===== src/rtl/regfile_pkg.sv =====
// Shared defaults and helpers for the integer register file and its busy scoreboard.
package regfile_pkg;

  localparam int unsigned DEF_XLEN   = 32;
  localparam int unsigned DEF_NREGS  = 32;
  localparam int unsigned DEF_NUM_RD = 2;

  // Address width for n registers, never less than 1 bit.
  function automatic int unsigned addr_width(input int unsigned n);
    int unsigned w;
    w = 1;
    while ((32'd1 << w) < n) w++;
    return w;
  endfunction

endpackage


===== src/rtl/reg_scoreboard.sv =====
// Per-register busy bits: set at issue, cleared at write-back, looked up by each read port.
module reg_scoreboard
  import regfile_pkg::*;
#(
  parameter  int unsigned NREGS    = DEF_NREGS,
  parameter  int unsigned ZERO_REG = 1,
  parameter  int unsigned NUM_RD   = DEF_NUM_RD,
  localparam int unsigned AW       = addr_width(NREGS)
) (
  input  logic                 clk_i,
  input  logic                 rst_i,
  input  logic                 set_en_i,
  input  logic [AW-1:0]        set_addr_i,
  input  logic                 clr_en_i,
  input  logic [AW-1:0]        clr_addr_i,
  input  logic [NUM_RD-1:0]    rd_en_i,
  input  logic [NUM_RD*AW-1:0] rd_addr_i,
  output logic [NUM_RD-1:0]    rd_busy_o,
  output logic                 any_busy_o
);

  logic [NREGS-1:0]  busy_q, busy_d, busy_clr;
  logic [NUM_RD-1:0] rd_busy_q, rd_busy_d;
  logic              any_busy_q;
  logic              zero_clr, zero_set;

  assign zero_clr = (ZERO_REG != 0) && (clr_addr_i == '0);
  assign zero_set = (ZERO_REG != 0) && (set_addr_i == '0);

  // Lookups see the vector after this cycle's clear but before this cycle's set.
  always_comb begin
    busy_clr = busy_q;
    if (clr_en_i && !zero_clr) busy_clr[clr_addr_i] = 1'b0;
    busy_d = busy_clr;
    if (set_en_i && !zero_set) busy_d[set_addr_i] = 1'b1;
    rd_busy_d = rd_busy_q;
    for (int unsigned p = 0; p < NUM_RD; p++) begin
      if (rd_en_i[p]) rd_busy_d[p] = busy_clr[rd_addr_i[p*AW +: AW]];
    end
  end

  always_ff @(posedge clk_i) begin
    if (rst_i) begin
      busy_q     <= '0;
      rd_busy_q  <= '0;
      any_busy_q <= 1'b0;
    end else begin
      busy_q     <= busy_d;
      rd_busy_q  <= rd_busy_d;
      any_busy_q <= |busy_d;
    end
  end

  assign rd_busy_o  = rd_busy_q;
  assign any_busy_o = any_busy_q;

endmodule


===== src/rtl/param_reg_file.sv =====
// Parametrised multi-read-port integer register file with write-first bypass,
// optional hardwired-zero x0 and a per-register busy scoreboard.
module param_reg_file
  import regfile_pkg::*;
#(
  parameter  int unsigned XLEN     = DEF_XLEN,
  parameter  int unsigned NREGS    = DEF_NREGS,
  parameter  int unsigned NUM_RD   = DEF_NUM_RD,
  parameter  int unsigned ZERO_REG = 1,
  localparam int unsigned AW       = addr_width(NREGS)
) (
  input  logic                   CK_REF,
  input  logic                   RST,
  input  logic                   WR_EN,
  input  logic [AW-1:0]          WR_ADDR,
  input  logic [XLEN-1:0]        WR_DATA,
  input  logic [NUM_RD-1:0]      RS_EN,
  input  logic [NUM_RD*AW-1:0]   RS_ADDR,
  output logic [NUM_RD*XLEN-1:0] RS_DATA,
  output logic [NUM_RD-1:0]      RS_BUSY,
  input  logic                   ISSUE_EN,
  input  logic [AW-1:0]          ISSUE_RD,
  output logic                   ANY_BUSY,
  input  logic [AW-1:0]          DBG_ADDR,
  output logic [XLEN-1:0]        DBG_DATA
);

  logic [XLEN-1:0] mem_q [NREGS];
  logic            wr_ok;

  assign wr_ok = WR_EN && !((ZERO_REG != 0) && (WR_ADDR == '0));

  always_ff @(posedge CK_REF) begin
    if (RST) begin
      for (int unsigned i = 0; i < NREGS; i++) mem_q[i] <= '0;
    end else if (wr_ok) begin
      mem_q[WR_ADDR] <= WR_DATA;
    end
  end

  for (genvar p = 0; p < NUM_RD; p++) begin : g_rd
    logic [AW-1:0]   addr;
    logic [XLEN-1:0] data_d, data_q;

    assign addr = RS_ADDR[p*AW +: AW];

    always_comb begin
      data_d = data_q;
      if (RS_EN[p]) begin
        if ((ZERO_REG != 0) && (addr == '0)) data_d = '0;
        else if (WR_EN && (WR_ADDR == addr)) data_d = WR_DATA;
        else                                  data_d = mem_q[addr];
      end
    end

    always_ff @(posedge CK_REF) begin
      if (RST) data_q <= '0;
      else     data_q <= data_d;
    end

    assign RS_DATA[p*XLEN +: XLEN] = data_q;
  end

  assign DBG_DATA = mem_q[DBG_ADDR];

  reg_scoreboard #(
    .NREGS   (NREGS),
    .ZERO_REG(ZERO_REG),
    .NUM_RD  (NUM_RD)
  ) u_sb (
    .clk_i     (CK_REF),
    .rst_i     (RST),
    .set_en_i  (ISSUE_EN),
    .set_addr_i(ISSUE_RD),
    .clr_en_i  (WR_EN),
    .clr_addr_i(WR_ADDR),
    .rd_en_i   (RS_EN),
    .rd_addr_i (RS_ADDR),
    .rd_busy_o (RS_BUSY),
    .any_busy_o(ANY_BUSY)
  );

endmodule


===== config.mk =====
export PLATFORM = sky130hd
export DESIGN_NAME = param_reg_file
export DESIGN_NICKNAME = d
export VERILOG_FILES = /design/src/rtl/regfile_pkg.sv /design/src/rtl/reg_scoreboard.sv /design/src/rtl/param_reg_file.sv
export SDC_FILE = /design/constraint.sdc
export NUM_CORES = 2
export LEC_CHECK = 0
export BUFFER_PORTS_ARGS = -buffer_cell sky130_fd_sc_hd__buf_2
export CORE_MARGIN = 5
export CORE_UTILIZATION = 35
export DETAILED_ROUTE_END_ITERATION = 12
export MAX_ROUTING_LAYER = met4
export SLEW_MARGIN = 20
export SYNTH_ARGS = -nofsm -noshare
export SYNTH_HDL_FRONTEND = slang
export SYNTH_SLANG_ARGS = --single-unit

===== constraint.sdc =====
create_clock -name CK_REF -period 2.9 [get_ports CK_REF]
set_input_delay 0 -clock CK_REF [delete_from_list [all_inputs] [get_ports CK_REF]]
set_output_delay 0 -clock CK_REF [all_outputs]
set_load 0.03 [all_outputs]

==> impl_metrics.yaml <==
pwr:
  p_total_mw: 42.8
  max-vdd-ir-drop_v: 0.000482
  p_per_area_nw_per_um2: 549
  p_leak_nw: 27.1
timing:
  fin_skew_ps: 33.7
  fin_crit_sh: 0.978
  slew_violations: 0
  finalHoldViolations: 0
  slew_headroom: 0.139
  setup_violations: 0
  fmax_mhz: 353
  worst_pin_slew_ps: 1290
  fin_setup_tns_ps: 0
  period_minus_slack_ps: 2840
  rsz0062_at_grt: "false"
finish:
  fin_nets: 4994
  num-fill-cells: 17400
  stdcell_area_um2: 78000
  area_growth_pct: 15.6
  fin_cells: 7567
  final_util: 0.406
  drive_above_1_share: 0.293
floorplan:
  coreArea_um2: 192000
  ios: 162
  dieArea_um2: 202000
  die_x_um: 449
  initial_core_util: 0.351
  die_height_um: 449
  fp-row-count: 161
route:
  drt_iter0_markers: 7576
  drt_first_pass_iters: 9
  drc: 0
  dr_total_vias: 48900
  via_per_inst: 6.46
  wirelength_mm: 274
  final_antenna_net_count: 0
  wl_per_cell_um: 36.3
synth:
  async_reset_ff_frac: 0
  synth.area.top_cells: "edfxtp_1 46%, mux4_2 24%, and2_1 9.2%, mux2i_1 4.3%, dfxtp_1 2.9%"
  synth-main-ff-cell: "edfxtp_1"
  syn_area_per_cell_um2: 14.0
  syn_area_um2: 67400
  ys_warn_count: 0
  synth-seq-cells: 1123
  synthTopCellsByCount: "1,024 x edfxtp_1, 994 x and2_1, 709 x mux4_2, 362 x clkbuf_1, 289 x mux2i_1"
  synth_largest_area_cell: "edfxtp_1"
  seq_area_frac_synth: 0.485
  ys_types: 75
  synth_edf_count: 1024
  synth_cells: 4815
  yosys.area.top_type_share: 0.456
  yosysMostFrequentCell: "edfxtp_1"
critical_path:
  critPathMaxFanout: 3
  endpoint_kind: "primary output"
  rrSetupSlack_ps: 750
  r2r_end: "g_rd[0].data_q[30]"
  ff2ff_path_depth: 6
  timing.rr.start: "mem_q[2][30]"
  crit_chain: "mux4_2 > mux4_2 > mux2_2 > buf_2"
  cpMostUsedCell: "mux4_2"
  cp_slowest_cell: "mux4_2"
  worst-setup-path-type: "flop to primary output"
  cp_data_arrival_time_ps: 2840
  cp-start-kind: "flop"
  crit_required_ps: 2900
  max_stage_delay_ps: 520
grt:
  grt_pass1_vias: 47400
  grt_max_degree: 108
  grtUsageTotal: 0.273
  overflow: 0
  grt_antenna_before_repair: 21
  grt_pass1_wl_mm: 378
clocking:
  insertion_delay_ps: 800
  htreeDepth: 4
  post_cts_buffers: 0
  cts.sinks: 1123
  clk_pin_slew_ps: 60
  cts_root_buffer: "clkbuf_16"
  cts_tree: "done"
  cts_buffer_depth: 3
  numCtsBuffers: 130
outcome:
  status: "completed"
placed_design:
  placedCellCount: 7263
  place_area_um2: 73200
  hpwlAfterDp_mm: 166
  gp_congestion: 0.919
  port_buffers: 161
run:
  maxCapViolations: 0
min_path:
  min_from: "WR_ADDR[1]"
  min_to: "u_sb.busy_q[25]"
  hold_path.class: "input port to flop"
  min_path_cells: 6
## logic make-up after synthesis
| logic type | Yosys count | share of synthesized area |
|---|---|---|
| buffers and inverters | 547 | 0.0347 |
| and+or+nand+nor | 1447 | 0.122 |
| xor gates and xnor gates | 10 | 0.00130 |
| muxes | 1065 | 0.291 |
| other | 1 | 0.0000556 |
| AOI/OAI and AO/OA | 622 | 0.0659 |
| DFF | 1123 | 0.485 |
## power breakdown
group,total [mW],internal (mW),switching [mW],leakage (nW)
logic,7.19,3.02,4.17,14.5
registers,19.3,18.6,0.707,10.6
clock network,16.3,9.21,7.09,2.01
total,42.8,30.9,12.0,27.1
## cell usage in the layout, fill, tap and decap left out, drive strengths merged, types with 8 or more instances in the layout
cell         count
mux2            67
inv             19
nand2          274
nand2b          18
nand3           13
a22oi           35
a31oi           66
a21boi           8
a21o            11
a21oi          100
nor3            11
clkinv          36
a32oi           63
a221o           62
a221oi          95
mux2i          289
clkbuf         185
nor2            82
buf            427
mux4           709
edfxtp        1024
nand4            8
dlygate4sd3     62
nor2b           11
and2           996
dfxtp           99
conb            32
xor2             9
o21ai          118
o21bai          15
## routing by layer
layer	track usage	part of all wire	vias up
li1	-	-	19200
met1	0.332	0.35	25000
met2	0.427	0.47	3791
met3	0.0566	0.11	925
met4	0.147	0.066	0
met5	-	0	-
## worst max path at each step
stage               slack [ps]          start       endpoint  cells past startpoint
finish                      60  mem_q[26][30]   DBG_DATA[30]                      4
global route                20   mem_q[19][9]    DBG_DATA[9]                      4
CTS                          7   mem_q[19][9]    DBG_DATA[9]                      4
detailed placement         410            RST  mem_q[18][10]                      8
global placement           400            RST  mem_q[18][10]                      8
floorplan                  150     WR_ADDR[2]    mem_q[1][0]                      3
## final cells by class
type | count | area, um2 | area share
clock buffer | 185 | 3710 | 0.0475
inverter | 11 | 51.3 | 0.000658
multi-input combinational | 3176 | 33000 | 0.423
sequential | 1123 | 32700 | 0.420
antenna | 7 | 17.5 | 0.000225
tap | 2526 | 3160 | 0.0405
clock inverter | 50 | 407 | 0.00522
timing repair buffer | 489 | 4890 | 0.0628
## critical path, delay by kind of cell (launching register included)
| family | cells | cell delay (ps) |
|---|---|---|
| buffers and inverters | 1 | 210 |
| DFF | 1 | 410 |
| muxes | 3 | 1410 |
## per-stage QoR
| stage | hold slack (ps) | setup slack (ps) |
|---|---|---|
| floorplan | 129 | 145 |
| global placement | 382 | 399 |
| detailed placement | 393 | 406 |
| CTS | 14.8 | 6.99 |
| global route | 108 | 19.2 |
| finish | 88.4 | 64.0 |
## state kept, by name (all words and copies together) (netlist names)
register / cells
u_sb.any_busy_o: 1
mem_q: 1024
u_sb.busy_q: 32
u_sb.rd_busy_o: 2
g_rd.data_q: 64
## repair_timing
item,in CTS,in global routing
setup endpoints to repair,0,1
hold buffers,62,0
gates resized for setup,0,1
hold endpoints to repair,1123,0
Power figures use the tool's default switching activity.
